`src/rtl/i2c_xfer_seq_pkg.sv`:
```
// rtl/i2c_xfer_seq_pkg.sv - shared byte-controller command codes, sequencer states and ACK levels
package i2c_xfer_seq_pkg;

  localparam logic [3:0] CMD_IDLE    = 4'd0;
  localparam logic [3:0] CMD_START   = 4'd1;
  localparam logic [3:0] CMD_RESTART = 4'd2;
  localparam logic [3:0] CMD_STOP    = 4'd3;
  localparam logic [3:0] CMD_WRITE   = 4'd4;
  localparam logic [3:0] CMD_READ    = 4'd5;
  localparam logic [3:0] CMD_RD_ACK  = 4'd6;
  localparam logic [3:0] CMD_WR_ACK  = 4'd7;

  // SDA level driven by the master during CMD_WR_ACK
  localparam logic I2C_ACK  = 1'b0;
  localparam logic I2C_NACK = 1'b1;

  typedef enum logic [3:0] {
    SEQ_IDLE, SEQ_START, SEQ_DADDR_W, SEQ_ACK_DW, SEQ_RADDR, SEQ_ACK_RA,
    SEQ_WDATA, SEQ_ACK_WD, SEQ_RESTART, SEQ_DADDR_R, SEQ_ACK_DR,
    SEQ_RDATA, SEQ_WACK, SEQ_STOP, SEQ_DONE
  } seq_state_e;

endpackage

```
`src/rtl/i2c_cmd_issue.sv`:
```
// rtl/i2c_cmd_issue.sv - command strobe, ack edge detect and outstanding flag; watchdog under I2C_TIMEOUT_EN
module i2c_cmd_issue #(
  parameter int TIMEOUT_CYC = 1000000
) (
  input  logic s_sysclk,
  input  logic s_nReset,
  input  logic clr_i,
  input  logic issue_i,
  input  logic cmd_ack_i,
  output logic trig_o,
  output logic ack_edge_o,
  output logic pend_o,
  output logic timeout_o
);

  logic ack_q;
  logic pend_q;

  assign trig_o     = issue_i & ~pend_q & ~clr_i;
  assign ack_edge_o = cmd_ack_i & ~ack_q & pend_q;
  assign pend_o     = pend_q;

  always_ff @(posedge s_sysclk or negedge s_nReset) begin
    if (!s_nReset) begin
      ack_q  <= 1'b0;
      pend_q <= 1'b0;
    end else begin
      ack_q <= cmd_ack_i;
      if (clr_i || ack_edge_o) pend_q <= 1'b0;
      else if (trig_o)         pend_q <= 1'b1;
    end
  end

`ifdef I2C_TIMEOUT_EN
  localparam int TW = $clog2(TIMEOUT_CYC + 1);
  logic [TW-1:0] wd_q;

  always_ff @(posedge s_sysclk or negedge s_nReset) begin
    if (!s_nReset)                           wd_q <= '0;
    else if (clr_i || ack_edge_o)            wd_q <= '0;
    else if (trig_o)                         wd_q <= TW'(1);
    else if (pend_q && wd_q != TW'(TIMEOUT_CYC)) wd_q <= wd_q + 1'b1;
  end

  assign timeout_o = pend_q && (wd_q == TW'(TIMEOUT_CYC));
`else
  assign timeout_o = 1'b0;
`endif

endmodule

```
`src/rtl/i2c_xfer_seq.sv`:
```
// rtl/i2c_xfer_seq.sv - I2C register transfer sequencer over the byte controller; watchdog via I2C_TIMEOUT_EN
import i2c_xfer_seq_pkg::*;

module i2c_xfer_seq #(
  parameter int RA_BYTES    = 1,
  parameter int LEN_W       = 4,
  parameter int TIMEOUT_CYC = 1000000
) (
  input  logic                  s_sysclk,
  input  logic                  s_nReset,
  input  logic                  i_enable,
  input  logic                  i_go,
  input  logic                  i_rw,
  input  logic [6:0]            i_dev_addr,
  input  logic [8*RA_BYTES-1:0] i_reg_addr,
  input  logic [LEN_W-1:0]      i_len,
  input  logic [7:0]            i_wdata,
  input  logic                  i_wvalid,
  output logic                  o_wready,
  output logic [7:0]            o_rdata,
  output logic                  o_rvalid,
  output logic                  o_busy,
  output logic                  o_done,
  output logic                  o_nack,
  output logic                  o_al,
  output logic                  o_timeout,
  output logic                  o_cmd_trig,
  output logic [3:0]            o_cmd,
  output logic [7:0]            o_data,
  input  logic                  i_cmd_ack,
  input  logic                  i_i2c_ack,
  input  logic                  i_i2c_al,
  input  logic [7:0]            i_data
);

  seq_state_e state_q, state_d;
  logic rw_q, rw_d, ra_q, ra_d, wfull_q, wfull_d;
  logic nack_q, nack_d, al_q, al_d, to_q, to_d;
  logic [6:0] dev_q, dev_d;
  logic [8*RA_BYTES-1:0] reg_q, reg_d;
  logic [LEN_W-1:0] cnt_q, cnt_d;
  logic [7:0] wbuf_q, wbuf_d, raddr_byte;
  logic cmd_state, last_ra, ack_edge, pend, wd_expired;

  assign cmd_state  = (state_q != SEQ_IDLE) && (state_q != SEQ_DONE);
  assign last_ra    = (RA_BYTES == 1) || ra_q;
  assign raddr_byte = (RA_BYTES == 2 && !ra_q) ? reg_q[8*RA_BYTES-1 -: 8] : reg_q[7:0];

  // In WDATA the command waits for a buffered byte, so an underrun simply holds the bus
  i2c_cmd_issue #(.TIMEOUT_CYC(TIMEOUT_CYC)) u_issue (
    .s_sysclk  (s_sysclk),
    .s_nReset  (s_nReset),
    .clr_i     (~i_enable | ~cmd_state),
    .issue_i   (cmd_state && i_enable && (state_q != SEQ_WDATA || wfull_q)),
    .cmd_ack_i (i_cmd_ack),
    .trig_o    (o_cmd_trig),
    .ack_edge_o(ack_edge),
    .pend_o    (pend),
    .timeout_o (wd_expired)
  );

  assign o_busy    = (state_q != SEQ_IDLE);
  assign o_done    = (state_q == SEQ_DONE);
  assign o_wready  = (state_q == SEQ_WDATA) && !pend && !wfull_q && i_enable;
  assign o_rvalid  = (state_q == SEQ_RDATA) && ack_edge && !i_i2c_al && i_enable;
  assign o_rdata   = o_rvalid ? i_data : 8'h00;
  assign o_nack    = nack_q;
  assign o_al      = al_q;
  assign o_timeout = to_q;

  always_comb begin
    o_cmd  = CMD_IDLE;
    o_data = 8'h00;
    case (state_q)
      SEQ_START:   o_cmd = CMD_START;
      SEQ_DADDR_W: begin o_cmd = CMD_WRITE; o_data = {dev_q, 1'b0}; end
      SEQ_RADDR:   begin o_cmd = CMD_WRITE; o_data = raddr_byte; end
      SEQ_WDATA:   begin o_cmd = CMD_WRITE; o_data = wbuf_q; end
      SEQ_RESTART: o_cmd = CMD_RESTART;
      SEQ_DADDR_R: begin o_cmd = CMD_WRITE; o_data = {dev_q, 1'b1}; end
      SEQ_RDATA:   o_cmd = CMD_READ;
      SEQ_WACK:    begin o_cmd = CMD_WR_ACK; o_data = {7'd0, (cnt_q == LEN_W'(1)) ? I2C_NACK : I2C_ACK}; end
      SEQ_STOP:    o_cmd = CMD_STOP;
      SEQ_ACK_DW, SEQ_ACK_RA, SEQ_ACK_WD, SEQ_ACK_DR: o_cmd = CMD_RD_ACK;
      default:     o_cmd = CMD_IDLE;
    endcase
  end

  always_comb begin
    state_d = state_q; rw_d = rw_q; dev_d = dev_q; reg_d = reg_q; cnt_d = cnt_q; ra_d = ra_q;
    wbuf_d = wbuf_q; wfull_d = 1'b0; nack_d = nack_q; al_d = al_q; to_d = to_q;
    if (state_q == SEQ_WDATA) begin
      wfull_d = wfull_q & ~o_cmd_trig;
      if (i_wvalid && o_wready) begin wbuf_d = i_wdata; wfull_d = 1'b1; end
    end
    case (state_q)
      SEQ_IDLE: if (i_go && i_enable) begin
        rw_d = i_rw; dev_d = i_dev_addr; reg_d = i_reg_addr; cnt_d = i_len; ra_d = 1'b0;
        nack_d = 1'b0; al_d = 1'b0; to_d = 1'b0; state_d = SEQ_START;
      end
      SEQ_DONE: state_d = SEQ_IDLE;
      default: if (ack_edge) begin
        case (state_q)
          SEQ_START:   state_d = SEQ_DADDR_W;
          SEQ_DADDR_W: state_d = SEQ_ACK_DW;
          SEQ_ACK_DW:  state_d = SEQ_RADDR;
          SEQ_RADDR:   state_d = SEQ_ACK_RA;
          SEQ_ACK_RA:
            if (!last_ra)             begin ra_d = 1'b1; state_d = SEQ_RADDR; end
            else if (cnt_q == '0)     state_d = SEQ_STOP;
            else                      state_d = rw_q ? SEQ_RESTART : SEQ_WDATA;
          SEQ_WDATA:   state_d = SEQ_ACK_WD;
          SEQ_ACK_WD:
            if (cnt_q == LEN_W'(1)) state_d = SEQ_STOP;
            else begin cnt_d = cnt_q - 1'b1; state_d = SEQ_WDATA; end
          SEQ_RESTART: state_d = SEQ_DADDR_R;
          SEQ_DADDR_R: state_d = SEQ_ACK_DR;
          SEQ_ACK_DR:  state_d = SEQ_RDATA;
          SEQ_RDATA:   state_d = SEQ_WACK;
          SEQ_WACK:
            if (cnt_q == LEN_W'(1)) state_d = SEQ_STOP;
            else begin cnt_d = cnt_q - 1'b1; state_d = SEQ_RDATA; end
          SEQ_STOP:    state_d = SEQ_DONE;
          default:     state_d = state_q;
        endcase
        if (state_q inside {SEQ_ACK_DW, SEQ_ACK_RA, SEQ_ACK_WD, SEQ_ACK_DR} && !i_i2c_ack) begin
          nack_d  = 1'b1;
          state_d = SEQ_STOP;
        end
      end
    endcase
    // Lost arbitration or a dead controller means we no longer own the bus: skip STOP
    if (cmd_state && i_i2c_al) begin
      al_d = 1'b1; state_d = SEQ_DONE;
    end else if (cmd_state && wd_expired) begin
      to_d = 1'b1; state_d = SEQ_DONE;
    end
    if (!i_enable) state_d = SEQ_IDLE;
  end

  always_ff @(posedge s_sysclk or negedge s_nReset) begin
    if (!s_nReset) begin
      state_q <= SEQ_IDLE; rw_q <= 1'b0; dev_q <= '0; reg_q <= '0; cnt_q <= '0; ra_q <= 1'b0;
      wbuf_q <= '0; wfull_q <= 1'b0; nack_q <= 1'b0; al_q <= 1'b0; to_q <= 1'b0;
    end else begin
      state_q <= state_d; rw_q <= rw_d; dev_q <= dev_d; reg_q <= reg_d; cnt_q <= cnt_d; ra_q <= ra_d;
      wbuf_q <= wbuf_d; wfull_q <= wfull_d; nack_q <= nack_d; al_q <= al_d; to_q <= to_d;
    end
  end

endmodule

```
`config.mk`:
```
export PLATFORM = sky130hd
export DESIGN_NAME = i2c_xfer_seq
export DESIGN_NICKNAME = d
export VERILOG_FILES = /design/src/rtl/i2c_xfer_seq_pkg.sv /design/src/rtl/i2c_cmd_issue.sv /design/src/rtl/i2c_xfer_seq.sv
export SDC_FILE = /design/constraint.sdc
export NUM_CORES = 1
export LEC_CHECK = 0
export CAP_MARGIN = 30
export CORE_ASPECT_RATIO = 0.5
export CORE_MARGIN = 2
export CORE_UTILIZATION = 51
export CTS_CLUSTER_SIZE = 14
export DETAILED_ROUTE_END_ITERATION = 16
export PLACE_DENSITY = 0.89
export SLEW_MARGIN = 20
export SYNTH_ARGS = -nofsm -noshare
export SYNTH_HDL_FRONTEND = slang
export SYNTH_HIERARCHICAL = 1
export SYNTH_SLANG_ARGS = --single-unit
```
`constraint.sdc`:
```
create_clock -name s_sysclk -period 4.1 [get_ports s_sysclk]
set_input_delay 0.615 -clock s_sysclk [delete_from_list [all_inputs] [get_ports s_sysclk]]
set_output_delay 0.615 -clock s_sysclk [all_outputs]
set_load 0.005 [all_outputs]
```
==> results.txt, run 1 <==
----------------------------------------------------
[Global route]
  Number of global-route vias before repair ... 2238
  First-pass GRT wire length ... approximately 10 mm
  Antenna violations before repair ... 0
  Congestion Overflow GR ... 0
  Largest net degree at the start of global routing ... 39
  Overall routing resource usage ... 25.7%

[Setup path]
  Worst path max stage delay ... 0.84 ns
  Critical Setup Path Class ... reg -> out
  Worst path bufs/invs ... 1
  Worst path top cell family by delay ... flip-flops
  Crit path launch ... state_q[3]
  Source of the worst register-to-register timing path ... state_q[1]
  Maximum fanout count along the critical path ... 23
  Crit path required time ... approximately 3.5 ns
  Crit. End Element ... primary output
  Slack of the worst reg-to-reg path ... 1.30 ns
  Arrival time worst endpoint ... ~2.7 ns
  Critical Path Source Type ... flop
  Highest-delay cell along the critical path ... sky130_fd_sc_hd__dfrtp_1
  Cells traversed along the worst timing path ... or3_1 -> a21o_1 -> nand2_1 -> a21oi_1 -> nor3b_1 -> clkdlybuf4s50_1

[Clocking]
  Postcts setup bufs ... 0
  Clock edge transition at the registers on the reported setup and hold paths ... 0.08 ns
  CTS-repair resized insts ... 0
  Number of buffers on the longest clock path ... 2
  CTS tree ... yes
  Clk Tree Root Cell ... sky130_fd_sc_hd__clkbuf_8
  Clock insertion delay at the later pin of the skew report ... 0.29 ns
  H-Tree Level Count ... 2
  Number of sinks driven by the clock tree ... 38
  CTS buffer count ... 5
  CTS Hold Buffers Added ... 0

[Logic synthesis]
  Post-synthesis async set-or-reset flop share ... 100%
  Post-synth EDFFs ... 0
  Synth top area cells ... sky130_fd_sc_hd__dfrtp_1, sky130_fd_sc_hd__nand2_1, sky130_fd_sc_hd__mux2_4
  Library cell occupying the most area in the post-synthesis netlist ... sky130_fd_sc_hd__dfrtp_1
  Average instance area after synthesis ... 8.93 um2
  Primary FF master, synth ... sky130_fd_sc_hd__dfrtp_1
  Mapped Cells ... 270
  Fraction of the yosys area taken by sequential cells ... approximately 39%
  Post-synth net total ... ~320
  Number of storage elements in the synthesis netlist ... 38
  Cell area after synthesis ... between 0.002 and 0.0025 mm2
  Area share of the leading cell type in the synthesized netlist ... 39.4%
  Number of warning messages in the yosys log ... 6
  Post-synthesis cell type count ... 65

[Layout]
  Inserted Diodes ... 0
  Nets ... 379
  Relative area change from synthesis to final layout ... 34.1%
  Fraction of layout instances using a drive strength above 1 ... 11.4%
  Filler Cell Count ... 352

[Flow run]
  Number of max-cap violations ... 0

[Pwr]
  Worst voltage drop across the vdd grid ... approximately 310 uV
  Leakage power of the design ... ~1.5 nW
  Total power divided by cell area ... 659 mW/mm2
  Total power of the final layout ... 2.13 mW

[Route]
  DR iter-0 viols ... 236
  Avg Vias per Cell ... 5.77
  Total length of routed wires ... about 6.3 mm
  Detail Route Antenna Nets ... 0
  Average detailed-routed wire length per instance ... between 15 and 20 um
  Via count ... 2252
  Remaining routing DRC violations ... 0
  Length of the first detailed-routing pass in iterations ... 4

[Placement]
  Estimated wirelength of the detail-placed design ... 4.45 mm
  Routability-driven placement congestion ratio ... 0.887
  I/O Buffers ... 70

[Timing]
  Time the worst path needs with I/O delays and setup ... 3.34 ns
  Normalized max-slew margin ... 42.7%
  Final Hold Viols ... 0
  Worst-Margin Slew ... 0.857 ns
  RSZ-0062 raised after global routing ... false
  Clk_skew ... between 0.006 and 0.007 ns
  Post-route clock period utilization ... 81.4%
  Accumulated negative setup slack ... 0 ns
  Final Max Tran Viols ... 0
  Maximum clock rate ... 0.300 GHz
  Total setup violations reported at the end of the flow ... 0

[Die]
  Top-Level Pins ... 72
  Floorplan die area ... 0.00533 mm2
  Initial standard-cell utilization of the core ... 54.0%
  Overall die width ... 101 um
  Vertical extent of the die ... approximately 53 um
  Placeable core area ... between 0.004 and 0.005 mm2
  Row count ... 17

[Outcome]
  Status ... completed

[Min path]
  Worst min-delay path class ... in -> async

----------------------------------------------------
==> Yosys cell counts (3+ instances only) <==
cell type	count
sky130_fd_sc_hd__and2_1	8
sky130_fd_sc_hd__o21ai_0	5
sky130_fd_sc_hd__a222oi_1	7
sky130_fd_sc_hd__ha_1	3
sky130_fd_sc_hd__a21oi_1	11
sky130_fd_sc_hd__buf_4	3
sky130_fd_sc_hd__buf_2	11
sky130_fd_sc_hd__dfrtp_1	38
sky130_fd_sc_hd__o21ai_1	5
sky130_fd_sc_hd__nor3b_1	3
sky130_fd_sc_hd__nand2_1	58
sky130_fd_sc_hd__clkbuf_1	3
sky130_fd_sc_hd__o21ai_2	3
sky130_fd_sc_hd__nand2b_1	3
sky130_fd_sc_hd__nand3_1	9
sky130_fd_sc_hd__mux2_4	8
sky130_fd_sc_hd__nor3_1	6
sky130_fd_sc_hd__o22ai_1	3
sky130_fd_sc_hd__inv_1	14
sky130_fd_sc_hd__nor2_1	15
==> power by group <==
group,internal [mW],switching [mW]
logic,0.510,0.545
clock network,0.244,0.142
registers,0.532,0.159
==> state kept, by name, indices dropped and copies added, names as in the netlist <==
name            cells
o_al                1
dev_q               7
raddr_byte          8
state_q             4
o_nack              1
rw_q                1
wbuf_q              8
u_issue/ack_q       1
o_timeout           1
wfull_q             1
cnt_q               4
u_issue/pend_o      1
==> kinds of logic after synthesis <==
logic type | share of synthesized area (%)
compound gates | 19.0
fa+ha+maj | 1.56
buf+inv | 7.11
flops | 39.4
mux | 4.98
other cells | 0.311
simple gates | 27.6
==> through the flow <==
step                      instance area (um2)  utilization, %  setup slack [ns]  hold WS (ns)  std cells
after floorplan                          2410               -              1.94         0.319        270
final                                    3240            72.4             0.762         0.420        390
after detailed placement                 3100            69.4             0.805         0.464        382
after global routing                     3240            72.4             0.590         0.486        390
after CTS                                3240            72.4             0.801         0.450        390
after global placement                   3100            69.4             0.909         0.457        382
==> cell usage in the layout, fill, tap and decap left out, types with 4 or more instances in the layout <==
cell type,instances
sky130_fd_sc_hd__a222oi_1,7
sky130_fd_sc_hd__nand3_1,9
sky130_fd_sc_hd__nor2_1,15
sky130_fd_sc_hd__buf_4,4
sky130_fd_sc_hd__and2_1,8
sky130_fd_sc_hd__nor3_1,6
sky130_fd_sc_hd__dfrtp_1,38
sky130_fd_sc_hd__inv_1,14
sky130_fd_sc_hd__clkbuf_8,5
sky130_fd_sc_hd__o21ai_0,5
sky130_fd_sc_hd__o21ai_1,5
sky130_fd_sc_hd__a21oi_1,11
sky130_fd_sc_hd__mux2_4,8
sky130_fd_sc_hd__nand2_1,58
sky130_fd_sc_hd__clkdlybuf4s50_1,69
==> routing by layer <==
layer	wire [um]	GRT usage [%]	up-vias
li1	-	-	1073
met1	2450	30.0	1041
met2	3230	46.7	122
met3	463	5.87	16
met4	123	9.68	0
met5	0	0	-
==> layout make-up <==
cell class	instances	area, um2	area share, %
Clock inverter	3	68.8	2.13
Inverter	16	60.1	1.86
Clock buffer	5	68.8	2.13
Timing Repair Buffer	74	726	22.4
Sequential cell	38	951	29.4
Multi-Input combinational cell	197	1290	39.9
Tap cell	57	71.3	2.20
==> worst paths after layout <==
check,end,cells past startpoint
max,o_cmd_trig,6
min,wbuf_q[4],1
max reg2reg,cnt_q[0],6
min reg2reg,raddr_byte[1],2
max in group asynchronous,state_q[0],1
min in group s_sysclk,raddr_byte[1],2
Note: power is estimated with default switching activity, not from simulation.
==> run 2: changes to the inputs <==
CORE_UTILIZATION = 48   (was 51)
PLACE_DENSITY = 0.84   (was 0.89)
clock period = 3.2 ns   (was 4.1 ns; I/O delays follow)
==> results.txt, run 2 (synthesis gave the netlist of run 1 again) <==
----------------------------------------------------
[Outcome]
  Status ... completed (unchanged)

[Die]
  Initial standard-cell utilization of the core ... 49.4% (was 54.0%)
  Placeable core area ... 0.00489 mm2 (was 0.00447 mm2)
  Row count ... 18 (was 17)
  Overall die width ... 104 um (was 101 um)
  Top-Level Pins ... 72 (unchanged)
  Floorplan die area ... 0.00564 mm2 (was 0.00533 mm2)
  Vertical extent of the die ... 54.1 um (was 52.6 um)

[Timing]
  Total setup violations reported at the end of the flow ... 0 (unchanged)
  Maximum clock rate ... 0.329 GHz
  Hold WS ... 0.281 ns (was 0.420 ns)
  Time the worst path needs with I/O delays and setup ... slightly above 3 ns
  Post-route clock period utilization ... 95.0%
  Worst-Margin Slew ... 0.841 ns (was 0.857 ns)
  Final Hold Viols ... 0 (unchanged)
  Clk_skew ... 0.00834 ns (was 0.00684 ns)
  Normalized max-slew margin ... 43.9% (was 42.7%)
  Final Max Tran Viols ... 0 (unchanged)

[Clocking]
  CTS tree ... yes (unchanged)
  Number of buffers on the longest clock path ... 2 (unchanged)
  Clock edge transition at the registers on the reported setup and hold paths ... 0.09 ns (was 0.08 ns)
  Postcts setup bufs ... 0 (unchanged)
  Clk Tree Root Cell ... sky130_fd_sc_hd__clkbuf_8 (unchanged)
  CTS buffer count ... 5 (unchanged)
  CTS-repair resized insts ... 0 (unchanged)
  H-Tree Level Count ... 2 (unchanged)
  Number of sinks driven by the clock tree ... 38 (unchanged)
  CTS Hold Buffers Added ... 0 (unchanged)
  Clock insertion delay at the later pin of the skew report ... 0.30 ns (was 0.29 ns)

[Route]
  Avg Vias per Cell ... 5.67 (was 5.77)
  Total length of routed wires ... 6.49 mm (was 6.26 mm)
  DR iter-0 viols ... 160 (was 236)
  Length of the first detailed-routing pass in iterations ... 5 (was 4)
  Detail Route Antenna Nets ... 0 (unchanged)
  Remaining routing DRC violations ... 0 (unchanged)
  Average detailed-routed wire length per instance ... 15.9 um (was 16.1 um)
  Via count ... 2312 (was 2252)

[Setup path]
  Slack of the worst reg-to-reg path ... 0.95 ns (was 1.30 ns)
  Source of the worst register-to-register timing path ... state_q[1] (unchanged)
  Arrival time worst endpoint ... 2.56 ns (was 2.72 ns)
  Crit. End Element ... primary output (unchanged)
  Number of cells traversed by the worst register-to-register path ... 5 (was 6)
  Crit path required time ... 2.72 ns (was 3.48 ns)
  Highest-delay cell along the critical path ... sky130_fd_sc_hd__dfrtp_1 (unchanged)
  Worst path max stage delay ... 0.70 ns (was 0.84 ns)
  Worst path bufs/invs ... 1 (unchanged)
  Worst flop-to-flop path endpoint ... dev_q[4] (was cnt_q[0])
  Cells traversed along the worst timing path ... or3_1 -> a21o_1 -> nand2_1 -> a21oi_1 -> nor3b_1 -> clkdlybuf4s50_1 (unchanged)
  Critical Path Source Type ... flop (unchanged)
  Critical Setup Path Class ... reg -> out (unchanged)
  Maximum fanout count along the critical path ... 16 (was 23)
  Worst path top cell family by delay ... flip-flops (unchanged)

[Placement]
  Routability-driven placement congestion ratio ... 0.882 (was 0.887)
  I/O Buffers ... 70 (unchanged)
  Estimated wirelength of the detail-placed design ... 4.56 mm (was 4.45 mm)
  Total instance count after detailed placement ... 400 (was 382)
  Cell area reported after detailed placement ... 0.00315 mm2 (was 0.00310 mm2)

[Pwr]
  Clock share of power ... 18.1% (about the same)
  Leakage power of the design ... 1.49 nW (was 1.46 nW)
  Gate power share ... 49.7% (was 49.5%)
  Switching part of the total ... 39.7% (about the same)
  Total power divided by cell area ... 842 mW/mm2 (was 659 mW/mm2)
  Register share of total power ... 32.2% (was 32.4%)
  Reported net switching power ... 1.10 mW (was 0.846 mW)
  Int Pwr ... 1.67 mW (was 1.29 mW)
  Worst voltage drop across the vdd grid ... 364 uV (was 313 uV)
  Total power of the final layout ... 2.78 mW (was 2.13 mW)

[Layout]
  Post-layout instance area ... 0.00330 mm2 (was 0.00324 mm2)
  Fraction of layout instances using a drive strength above 1 ... 13.3% (was 11.4%)
  Filler-free cell count of the finished design ... 408 (was 390)
  Post-Route Utilization ... 67.4% (was 72.4%)
  Inserted Diodes ... 0 (unchanged)
  Most common cell after layout, fill and taps aside ... sky130_fd_sc_hd__clkdlybuf4s50_1 (unchanged)
  Nets ... 384 (was 379)
  Top library cells by usage in the layout, fill and taps aside ... sky130_fd_sc_hd__clkdlybuf4s50_1, sky130_fd_sc_hd__nand2_1, sky130_fd_sc_hd__dfrtp_1 (unchanged)
  Relative area change from synthesis to final layout ... 36.6% (was 34.1%)

[Global route]
  Largest net degree at the start of global routing ... 39 (unchanged)
  Number of global-route vias before repair ... 2216 (was 2238)
  Overall routing resource usage ... 24.1% (was 25.7%)
  First-pass GRT wire length ... 10.5 mm (was 10.4 mm)
  Congestion Overflow GR ... 0 (unchanged)
  Antenna violations before repair ... 0 (unchanged)

[Min path]
  Worst min-delay path class ... in -> async (unchanged)

[Flow run]
  Number of max-cap violations ... 0 (unchanged)

----------------------------------------------------
==> run 2: per-stage QoR <==
stage,worst slack [ns],TNS [ns]
4_1_cts,0.0372,0
6_report,0.161,0
5_1_grt,-0.0107,-0.0107
3_3_place_gp,0.274,0
2_1_floorplan,1.18,0
3_5_place_dp,0.222,0
==> run 2: worst reg2reg max path: stages (launching register included) <==
cell and delay [ns]:
sky130_fd_sc_hd__dfrtp_1 0.59, sky130_fd_sc_hd__buf_4 0.28, sky130_fd_sc_hd__nor4_4 0.42, sky130_fd_sc_hd__and3_1 0.61, sky130_fd_sc_hd__nand2_1 0.17, sky130_fd_sc_hd__nand2_1 0.10
==> run 2: worst max-delay path by stage <==
stage	startpoint	end	slack, ns	depth (start not counted)
after detailed placement	i_cmd_ack	o_rdata[1]	0.22	6
final	state_q[1]	o_cmd_trig	0.16	6
after CTS	state_q[3]	o_data[5]	0.04	5
after floorplan	state_q[3]	o_cmd_trig	1.18	7
after global routing	state_q[1]	o_cmd_trig	-0.01	6
after global placement	i_cmd_ack	o_rdata[2]	0.27	6
==> run 2: final cells by class <==
cell class,instances,area [um2]
multi-input combinational,197,1290
clock inverter,3,68.8
clock buffer,5,68.8
sequential,38,952
timing repair buffer,79,763
fill,384,1590
tap,70,87.6
inverter,16,60.1
==> run 2: per-layer routing <==
metal	part of all wire, %	GRT usage [%]	wire length, um
met5	0	0	0
met4	1.3	10.1	82
met3	7.4	4.84	480
met2	48	42.8	3130
met1	43	29.8	2790
==> run 2: power groups by stage <==
stage	Sequential, mW	Clock [mW]	Combinational (mW)
after global routing	0.925	0.532	1.53
after floorplan	0.810	0	0.964
after global placement	0.879	0	1.30
final	0.894	0.502	1.38
after CTS	0.884	0.503	1.37
after detailed placement	0.893	0	1.35
==> run 3: changes to the inputs <==
CORE_UTILIZATION = 30   (was 48)
PLACE_DENSITY = 0.58   (was 0.84)
==> results.txt, run 3 (synthesis gave the netlist of run 1 again) <==
----------------------------------------------------
[Global route]
  Largest net degree at the start of global routing ... 39 (unchanged)
  Number of global-route vias before repair ... 2125 (was 2216)
  Congestion Overflow GR ... 0 (unchanged)
  First-pass GRT wire length ... 10.1 mm (was 10.5 mm)
  Antenna violations before repair ... 0 (unchanged)
  Overall routing resource usage ... 14.8% (was 24.1%)

[Die]
  Vertical extent of the die ... 67.4 um (was 54.1 um)
  Overall die width ... 131 um (was 104 um)
  Top-Level Pins ... 72 (unchanged)
  Initial standard-cell utilization of the core ... 30.5% (was 49.4%)
  Row count ... 23 (was 18)
  Placeable core area ... 0.00791 mm2 (was 0.00489 mm2)
  Floorplan die area ... 0.00882 mm2 (was 0.00564 mm2)

[Timing]
  Worst-Margin Slew ... 0.649 ns (was 0.841 ns)
  Total setup violations reported at the end of the flow ... 0 (unchanged)
  Clk_skew ... 0.00353 ns (was 0.00834 ns)
  RSZ-0062 raised after global routing ... false
  Final Hold Viols ... 0 (unchanged)
  Final Max Tran Viols ... 0 (unchanged)
  Accumulated negative setup slack ... 0 ns (unchanged)
  Maximum clock rate ... 0.335 GHz (was 0.329 GHz)
  Post-route clock period utilization ... 93.3% (was 95.0%)
  Normalized max-slew margin ... 56.7% (was 43.9%)
  Time the worst path needs with I/O delays and setup ... 2.98 ns (was 3.04 ns)

[Layout]
  Most common cell after layout, fill and taps aside ... sky130_fd_sc_hd__clkdlybuf4s50_1 (unchanged)
  Nets ... 386 (was 384)
  Top library cells by usage in the layout, fill and taps aside ... sky130_fd_sc_hd__clkdlybuf4s50_1, sky130_fd_sc_hd__nand2_1, sky130_fd_sc_hd__dfrtp_1 (unchanged)
  Inserted Diodes ... 0 (unchanged)
  Relative area change from synthesis to final layout ... 41.2% (was 36.6%)
  Fraction of layout instances using a drive strength above 1 ... 13.0% (was 13.3%)

[Clocking]
  CTS tree ... yes (unchanged)
  Clock insertion delay at the later pin of the skew report ... 0.28 ns (was 0.30 ns)
  CTS-repair resized insts ... 0 (unchanged)
  H-Tree Level Count ... 2 (unchanged)
  Clk Tree Root Cell ... sky130_fd_sc_hd__clkbuf_16 (was sky130_fd_sc_hd__clkbuf_8)
  Number of sinks driven by the clock tree ... 38 (unchanged)
  Number of buffers on the longest clock path ... 2 (unchanged)
  CTS Hold Buffers Added ... 0 (unchanged)
  Postcts setup bufs ... 0 (unchanged)
  Clock edge transition at the registers on the reported setup and hold paths ... 0.06 ns (was 0.09 ns)
  CTS buffer count ... 5 (unchanged)

[Pwr]
  Clock share of power ... 20.2% (was 18.1%)
  Total power of the final layout ... 2.81 mW (was 2.78 mW)
  Register share of total power ... 31.5% (was 32.2%)
  Total power divided by cell area ... 826 mW/mm2 (was 842 mW/mm2)
  Reported net switching power ... 1.06 mW (was 1.10 mW)
  Gate power share ... 48.3% (was 49.7%)
  Worst voltage drop across the vdd grid ... 250 uV (was 364 uV)
  Int Pwr ... 1.75 mW (was 1.67 mW)
  Leakage power of the design ... 1.52 nW (was 1.49 nW)
  Switching part of the total ... 37.8% (was 39.7%)

[Setup path]
  Arrival time worst endpoint ... 2.50 ns (was 2.56 ns)
  Maximum fanout count along the critical path ... 15 (was 16)
  Critical Setup Path Class ... reg -> out (unchanged)
  Crit. End Element ... primary output (unchanged)
  Critical Path Source Type ... flop (unchanged)
  Crit path required time ... 2.72 ns (about the same)

[Route]
  Avg Vias per Cell ... 4.82 (was 5.67)
  Remaining routing DRC violations ... 0 (unchanged)
  Via count ... 2173 (was 2312)
  Average detailed-routed wire length per instance ... 13.8 um (was 15.9 um)
  DR iter-0 viols ... 124 (was 160)
  Length of the first detailed-routing pass in iterations ... 4 (was 5)
  Total length of routed wires ... 6.23 mm (was 6.49 mm)
  Detail Route Antenna Nets ... 0 (unchanged)

[Placement]
  Estimated wirelength of the detail-placed design ... 4.60 mm (was 4.56 mm)
  I/O Buffers ... 70 (unchanged)
  Routability-driven placement congestion ratio ... 0.899 (was 0.882)

[Min path]
  Worst min-delay path class ... in -> async (unchanged)

[Flow run]
  Number of max-cap violations ... 0 (unchanged)

[Outcome]
  Status ... completed (unchanged)

----------------------------------------------------
## run 3: path summary, 6_finish.rpt
check                      slack (ns)            end  depth (start not counted)     startpoint
min in group s_sysclk            0.48  raddr_byte[4]                          2  raddr_byte[4]
max                              0.22     o_cmd_trig                          6     state_q[1]
max in group asynchronous        2.55     state_q[3]                          2       s_nReset
min reg2reg                      0.48  raddr_byte[4]                          2  raddr_byte[4]
min                              0.17       dev_q[1]                          1       s_nReset
max reg2reg                      1.08       dev_q[6]                          5     state_q[1]
## run 3: layout make-up
| class | count | area (um2) |
|---|---|---|
| Fill cell | 770 | 4510 |
| Sequential cell | 38 | 951 |
| Timing Repair Buffer | 81 | 796 |
| Inverter | 16 | 60.1 |
| Multi-Input combinational cell | 197 | 1290 |
| Clock buffer | 6 | 139 |
| Tap cell | 112 | 140 |
| Clock inverter | 1 | 30.0 |
## run 3: per-stage QoR
stage          worst slack (ns)  std cells  utilization (%)  hold slack, ns  instance area [um2]
2_1_floorplan              1.18        270                -           0.184                 2410
3_3_place_gp              0.299        442             40.5           0.460                 3200
3_5_place_dp              0.211        442             40.5           0.463                 3200
4_1_cts                  0.0726        449             42.6           0.356                 3370
5_1_grt                  0.0458        451             43.0           0.213                 3410
6_report                  0.215        451             43.0           0.173                 3410
## run 3: worst max-delay path: stages, from the launching register on
cell,delay (ns)
sky130_fd_sc_hd__dfrtp_1,0.63
sky130_fd_sc_hd__or3_1,0.21
sky130_fd_sc_hd__a21o_1,0.22
sky130_fd_sc_hd__nand2_1,0.13
sky130_fd_sc_hd__a21oi_1,0.17
sky130_fd_sc_hd__nor3b_1,0.30
sky130_fd_sc_hd__clkdlybuf4s50_1,0.56
## run 3: metal layers
layer,GRT usage (%),up-vias,routed length [um],share of wire [%]
li1,-,1091,-,-
met1,19.3,1013,2850,46
met2,24.5,60,2960,47
met3,3.01,9,328,5.3
met4,5.72,0,102,1.6
met5,0,-,0,0
## run 3: power by group through the flow
stage	Combinational (mW)	Clock [mW]	Sequential, mW
after global routing	1.52	0.608	0.916
after floorplan	0.964	0	0.810
after global placement	1.33	0	0.884
final	1.36	0.569	0.885
after CTS	1.36	0.586	0.885
after detailed placement	1.35	0	0.891
